`src/rtl/clkdiv_multi.sv`:
```
// Multi-channel programmable clock divider: per-channel tick enable and 50% square wave.
// Period updates are deferred to the channel's next wrap; sync restarts all channels in phase.
module clkdiv_multi #(
  parameter int unsigned       NCH        = 2,
  parameter int unsigned       CW         = 18,
  parameter logic [NCH*CW-1:0] PERIOD_RST = {18'd131071, 18'd3},
  localparam int unsigned      ChW        = (NCH > 1) ? $clog2(NCH) : 1
) (
  input  logic           clk,
  input  logic           clr,
  input  logic           sync,
  input  logic           cfg_we,
  input  logic [ChW-1:0] cfg_ch,
  input  logic [CW-1:0]  cfg_period,
  output logic [NCH-1:0] cfg_busy,
  output logic [NCH-1:0] tick,
  output logic [NCH-1:0] clk_out
);

  logic [CW-1:0]  cnt_q    [NCH];
  logic [CW-1:0]  cnt_d    [NCH];
  logic [CW-1:0]  period_q [NCH];
  logic [CW-1:0]  period_d [NCH];
  logic [CW-1:0]  pval_q   [NCH];
  logic [CW-1:0]  pval_d   [NCH];
  logic [NCH-1:0] pend_q, pend_d;
  logic [NCH-1:0] tick_q, tick_d;
  logic [NCH-1:0] clk_out_q, clk_out_d;
  logic [NCH-1:0] we_hit;

  // Channel numbers >= NCH never match, so such writes fall through untouched.
  always_comb begin
    we_hit = '0;
    for (int i = 0; i < NCH; i++) begin
      if (cfg_we && (cfg_ch == ChW'(i))) we_hit[i] = 1'b1;
    end
  end

  always_comb begin
    pend_d    = pend_q;
    tick_d    = '0;
    clk_out_d = clk_out_q;
    for (int i = 0; i < NCH; i++) begin
      cnt_d[i]    = cnt_q[i];
      period_d[i] = period_q[i];
      pval_d[i]   = pval_q[i];
      if (sync || (cnt_q[i] == period_q[i])) begin
        // Wrap or phase restart: the only points where the period may change.
        cnt_d[i]  = '0;
        pend_d[i] = 1'b0;
        if (we_hit[i]) begin
          period_d[i] = cfg_period;
        end else if (pend_q[i]) begin
          period_d[i] = pval_q[i];
        end
        if (sync) begin
          clk_out_d[i] = 1'b0;
        end else begin
          tick_d[i]    = 1'b1;
          clk_out_d[i] = ~clk_out_q[i];
        end
      end else begin
        cnt_d[i] = cnt_q[i] + CW'(1);
        if (we_hit[i]) begin
          pval_d[i] = cfg_period;
          pend_d[i] = 1'b1;
        end
      end
    end
  end

  always_ff @(posedge clk) begin
    if (clr) begin
      pend_q    <= '0;
      tick_q    <= '0;
      clk_out_q <= '0;
      for (int i = 0; i < NCH; i++) begin
        cnt_q[i]    <= '0;
        period_q[i] <= PERIOD_RST[i*CW +: CW];
        pval_q[i]   <= '0;
      end
    end else begin
      pend_q    <= pend_d;
      tick_q    <= tick_d;
      clk_out_q <= clk_out_d;
      for (int i = 0; i < NCH; i++) begin
        cnt_q[i]    <= cnt_d[i];
        period_q[i] <= period_d[i];
        pval_q[i]   <= pval_d[i];
      end
    end
  end

  assign cfg_busy = pend_q;
  assign tick     = tick_q;
  assign clk_out  = clk_out_q;

endmodule

```
`config.mk`:
```
export PLATFORM = sky130hd
export DESIGN_NAME = clkdiv_multi
export DESIGN_NICKNAME = d
export VERILOG_FILES = /design/src/rtl/clkdiv_multi.sv
export SDC_FILE = /design/constraint.sdc
export NUM_CORES = 1
export LEC_CHECK = 0
export CORE_MARGIN = 10
export CORE_UTILIZATION = 45
export CTS_BUF_LIST = sky130_fd_sc_hd__clkbuf_8
export CTS_CLUSTER_SIZE = 28
export DETAILED_ROUTE_END_ITERATION = 16
export GPL_TIMING_DRIVEN = 0
export HOLD_SLACK_MARGIN = 0.15
export SLEW_MARGIN = 25
export SYNTH_ARGS = -nofsm -noshare
export SYNTH_HDL_FRONTEND = slang
export SYNTH_SLANG_ARGS = --single-unit
```
`constraint.sdc`:
```
create_clock -name clk -period 2.7 [get_ports clk]
set_clock_uncertainty 0.2 [all_clocks]
set_input_delay 0.405 -clock clk [delete_from_list [all_inputs] [get_ports clk]]
set_output_delay 0.405 -clock clk [all_outputs]
set_load 0.05 [all_outputs]
```
Word-level counts from Yosys, hierarchy flattened
Memories as Yosys holds them, arrays and structs flattened.
Cells that the tools add are included.
Word-level totals
  bits of input ports: 23
  bits in registers: 6
  memories kept: 3
  logic and storage cells: 58
  RAM bits: 108
  output and inout bits: 6
Memory list
  cnt_q: depth 2, bits a word 18, rd ports 2, clocked after memory_dff 0, write ports 2, line 20  | logic [CW-1:0] cnt_q [NCH];
  period_q: depth 2, bits a word 18, rd ports 2, clocked after memory_dff 0, write ports 2, line 22  | logic [CW-1:0] period_q [NCH];
  pval_q: depth 2, bits a word 18, rd ports 2, clocked after memory_dff 0, write ports 2, line 24  | logic [CW-1:0] pval_q [NCH];
Cells by class
  add/subtract/negate cells: 2
  eq/ne operators: 2
  reductions and logical operators: 8
  mux-type cells: 26
  bitwise gates (word level): 11
Operator list (number)
  two-way mux 18 bit: 18
  adder 18 x 1 -> 18 bit, second input constant: 2
  equality test 18 bit: 2
  two-way mux 1 bit: 8
  OR reduction 2 bit: 4
  OR 1 bit: 6
  inverter 1 bit: 5
  logical AND 1 bit: 2
  logical OR 1 bit: 2

Longest topological paths before layout
  depth after elaboration: 6
  gate-level depth with buffers: 8

Worst setup path before layout
OpenSTA, ideal clock, no wires.
  path type: register -> register
  start: memory cnt_q[0][14]
  end: memory period_q[0][10]
  arrival time: 1729 ps
  path slack: 649 ps
  path buffers: 1
  stages on the path, launching flop included: 7
  cell sequence: dfxtp_1 xor2_1 nor4_2 nand3_2 o21ai_4 buf_12 mux2_4
RTL lines (line)
  from (decl): 20
  to (decl): 22

==> results.txt <==
- GRT Overall Usage: 15.5%
- The count of nets left with antenna violations once routing finished came out at 0.
- Dividing the detail-routed wire length by the instance count gives 15.5 um.
- Largest area contributor in the netlist: sky130_fd_sc_hd__dfxtp_1
* Most instantiated flip-flop cell in the synthesis netlist: sky130_fd_sc_hd__dfxtp_1
- Initial Util: a little under half
- Deepest level of the CTS H-tree: 4
- Across the whole layout, storage elements account for 0.00228 sq mm.
- Sequential area share after synthesis: just over 40%
- Netlist Area Pre-Place: 0.00558 sq mm
- Standby leakage power: 0.00245 uW
- Cell chosen for the clock root: sky130_fd_sc_hd__clkbuf_8
- From synthesis to final layout, the design area changed by 14.2%.
* Num CTS Buffers: 17
- Worst voltage drop across the vdd grid: 0.318 mV
- Summed over all layers, the global routing overflow is 0.
* Number of warnings reported in the yosys synthesis log: 0
- Crit path max-delay cell type: sky130_fd_sc_hd__o21ai_2
- Start-to-end type of the worst setup path: reg -> reg
* Routed wire length: ~13000 um
- Instance count of the mapped netlist: 611
* Share of layout cells above drive strength 1: 8.87%
- The internal portion of the total power is 2580 uW.
- Count of state elements after synthesis: 114
- Net switching is 24.5% of the power.
* Ant diodes: 0
- After synthesis, the cell types taking the most area are sky130_fd_sc_hd__dfxtp_1 41%, sky130_fd_sc_hd__mux2i_1 9.9%, sky130_fd_sc_hd__xor2_1 7.9%.
- Layout Nets: 682
- The clock reaches the later pin of the worst-skew pair after 0.43 ns.
- Cell chain of the critical path: xor2_1, nor4_1, nand3_1, o21ai_2, buf_2, nor2_1
- Kind of path behind the tightest hold check: reg -> reg
* Horizontal extent of the die: between 100 and 150 um
- Unrepaired setup endpoints after global routing: false
- TritonCTS clock tree: yes
* Number of distinct library cells after synthesis: 37
- Pin count of the biggest net entering global routing: 17
- In this run the biggest area consumer among cell types represents a little over 40% of the synthesized area.
- In this run the worst path has a maximum fanout of 10.
* Number of ports placed on the die boundary: 29
- Hold_buf cts: 0
- Final worst path period share: 88.8%
- Gate power share: 10.3%
- Syn nets: roughly 640
* Average cell area after synthesis: 9.12 sq um
- Minimum clock period: 2.40 ns
- Fmax: 417 MHz
- In this run the power spent charging and discharging nets is 834 uW.
* Count of buffers added by post-CTS timing repair for setup: 0
- Once placement finished, the instance area stood at between 0.006 and 0.007 sq mm.
- Total number of placement rows: 40
- Worst Path Required: 2.81 ns
- Count of instances resized after the clock tree is built: 0
- Routability congestion estimate: 0.813
- Die span in y: 131 um
- The synthesized design contains 0 enable-type register cells.
- The number of buffers and inverters on the critical path is 1.
- Slew Limit Headroom: 59.4%
- During placement, the flow inserted port buffers numbering 27.
* Ratio of routed vias to standard cells: 5.13
- Run status: finished clean
- STA classifies the critical path startpoint as a flop.
- Counting flops with an async set or reset pin after synthesis yields a share of 0%.
- For this run, the slowest stage of the critical path takes 0.48 ns.
* Tightest Pin Transition: ~0.60 ns
- The clock net in this run drives a total of between 100 and 150 sinks.
- The pre-antenna-repair detailed-routing pass consisted of 4 iterations.
* Total via count after detailed routing: 4273
- In this run the power density over the cells is 535 mW/mm^2.
- STA puts the critical path data arrival time at 2.51 ns.
- Multi-input combinational cell area: 0.00309 sq mm
- Sequential share of power: 51.9%
- Critical path's top delay family: simple AND/OR/NAND/NOR gates
* Clk slew on worst S/H paths: approximately 0.060 ns
* Count of final setup violators: 0
- The via count of the first global-routing pass is 4398.
- The total area inside the core boundary comes to 0.0121 sq mm.
- In this run the deepest clock path goes through 2 buffers.
- The clock network burns between 30% and 40% of the power.
- After filler insertion, the fill cell instance count of the layout stands at 1138.
- Detailed placer's ending HPWL: around 9700 um
* Summed area of non-filler cells in the final layout: 0.00637 sq mm
- The worst setup path is captured at a flop.
* Max-cap violations: 0
* Final Hold Violating Endpoints: 0
- Final max-slew violation count: 0
- Hold is met by 0.275 ns.
- The first routing iteration left 231 violations.
* Area enclosed by the die boundary: 0.0172 sq mm
- Number of antenna violations at the first check in global routing: 0
- After detailed routing, the number of remaining DRC violations is 0.
* First-pass GRT wire length: 21900 um
[per-stage QoR]
| step | setup WS [ns] | total power [uW] | instances | TNS (ns) | utilization, % |
|---|---|---|---|---|---|
| after global placement | -0.0946 | 2150 | 806 | -0.744 | 50.2 |
| after floorplan | 0.649 | 2030 | 611 | 0 | - |
| after CTS | 0.254 | 3450 | 833 | 0 | 52.8 |
| after detailed placement | -0.0951 | 2150 | 806 | -0.736 | 50.2 |
| final | 0.303 | 3410 | 833 | 0 | 52.8 |
| after global routing | 0.0729 | 3560 | 833 | 0 | 52.8 |
[power by group through the flow]
stage	clock [uW]	combinational, uW	sequential (uW)
finish	1290	350	1770
detailed placement	0	348	1800
floorplan	0	232	1800
global placement	0	343	1800
CTS	1330	350	1770
global route	1400	386	1770
[placed cells by master (no fill, tap or decap), drive strengths merged]
| master | n |
|---|---|
| dfxtp | 114 |
| nor2 | 70 |
| nand2b | 55 |
| mux2i | 55 |
| xor2 | 50 |
| nand2 | 48 |
| clkbuf | 41 |
| clkdlybuf4s50 | 27 |
| and3 | 22 |
| a211oi | 20 |
| a21oi | 19 |
| xnor2 | 18 |
| nor2b | 18 |
| mux2 | 17 |
| nand3 | 16 |
| buf | 14 |
| inv | 12 |
| nor3 | 10 |
| nor4 | 9 |
| o21ai | 9 |
| and2 | 6 |
| nand4 | 5 |
| or3 | 4 |
| nand3b | 2 |
| ha | 2 |
| or2 | 1 |
| or4 | 1 |
[cell families (layout without fill, tap and decap cells)]
| group | count (synthesis) | count (layout) | synth area share (%) |
|---|---|---|---|
| AOI/OAI and AO/OA | 48 | 48 | 5.54 |
| and+or+nand+nor | 267 | 267 | 24.8 |
| DFF | 114 | 114 | 40.9 |
| buffers and inverters | 40 | 94 | 3.70 |
| xor gates and xnor gates | 68 | 68 | 10.7 |
| muxes | 72 | 72 | 13.8 |
| adders and majority gates | 2 | 2 | 0.449 |
[cells in the mapped netlist, types with 4 or more instances]
| library cell | count |
|---|---|
| sky130_fd_sc_hd__nor4_1 | 5 |
| sky130_fd_sc_hd__nand3_1 | 15 |
| sky130_fd_sc_hd__and3_1 | 22 |
| sky130_fd_sc_hd__inv_1 | 6 |
| sky130_fd_sc_hd__o21ai_0 | 4 |
| sky130_fd_sc_hd__xor2_1 | 50 |
| sky130_fd_sc_hd__dfxtp_1 | 114 |
| sky130_fd_sc_hd__or3_1 | 4 |
| sky130_fd_sc_hd__mux2i_1 | 55 |
| sky130_fd_sc_hd__nand4_1 | 5 |
| sky130_fd_sc_hd__a21oi_1 | 19 |
| sky130_fd_sc_hd__nor2_1 | 70 |
| sky130_fd_sc_hd__buf_2 | 5 |
| sky130_fd_sc_hd__nor3_1 | 10 |
| sky130_fd_sc_hd__mux2_2 | 9 |
| sky130_fd_sc_hd__nand2b_1 | 55 |
| sky130_fd_sc_hd__nor2b_1 | 18 |
| sky130_fd_sc_hd__a211oi_1 | 20 |
| sky130_fd_sc_hd__clkbuf_1 | 20 |
| sky130_fd_sc_hd__xnor2_1 | 18 |
| sky130_fd_sc_hd__and2_1 | 6 |
| sky130_fd_sc_hd__nand2_1 | 48 |
| sky130_fd_sc_hd__mux2_4 | 8 |
[registers in the layout (all words and copies together) (netlist names)]
signal / cells
cnt_q: 36
period_q: 36
pval_q: 36
cfg_busy: 2
clk_out: 2
tick: 2
[final timing paths]
check / startpoint / endpoint / slack [ns] / cells past startpoint
worst max-delay path: cnt_q[0][29] / cnt_q[0][33] / 0.30 / 6
worst min-delay path: pval_q[0][27] / pval_q[0][27] / 0.27 / 2
worst max register to register: cnt_q[0][29] / cnt_q[0][33] / 0.30 / 6
worst min register to register: pval_q[0][27] / pval_q[0][27] / 0.27 / 2
[routing by layer]
layer / up-vias / track usage (%) / routed length [um]
met5: - / 0 / 0
met2: 63 / 23.5 / 5670
met1: 2056 / 20.3 / 6540
met4: 0 / 6.43 / 191
li1: 2139 / - / -
met3: 15 / 4.23 / 471
[worst register-to-register path, cell delays in order, from the launching register on]
cell and delay (ns):
sky130_fd_sc_hd__dfxtp_1 0.42, sky130_fd_sc_hd__xor2_1 0.10, sky130_fd_sc_hd__nor4_1 0.38, sky130_fd_sc_hd__nand3_1 0.30, sky130_fd_sc_hd__o21ai_2 0.48, sky130_fd_sc_hd__buf_2 0.32
sky130_fd_sc_hd__nor2_1 0.07
[final cells by class]
class | instances | area share [%]
tap | 168 | 3.30
timing repair buffer | 27 | 4.24
clock inverter | 6 | 0.354
inverter | 6 | 0.354
buffer | 34 | 2.89
sequential | 114 | 35.8
multi-input combinational | 457 | 48.5
clock buffer | 21 | 4.54
No activity file was read; power rests on OpenSTA's default activity.
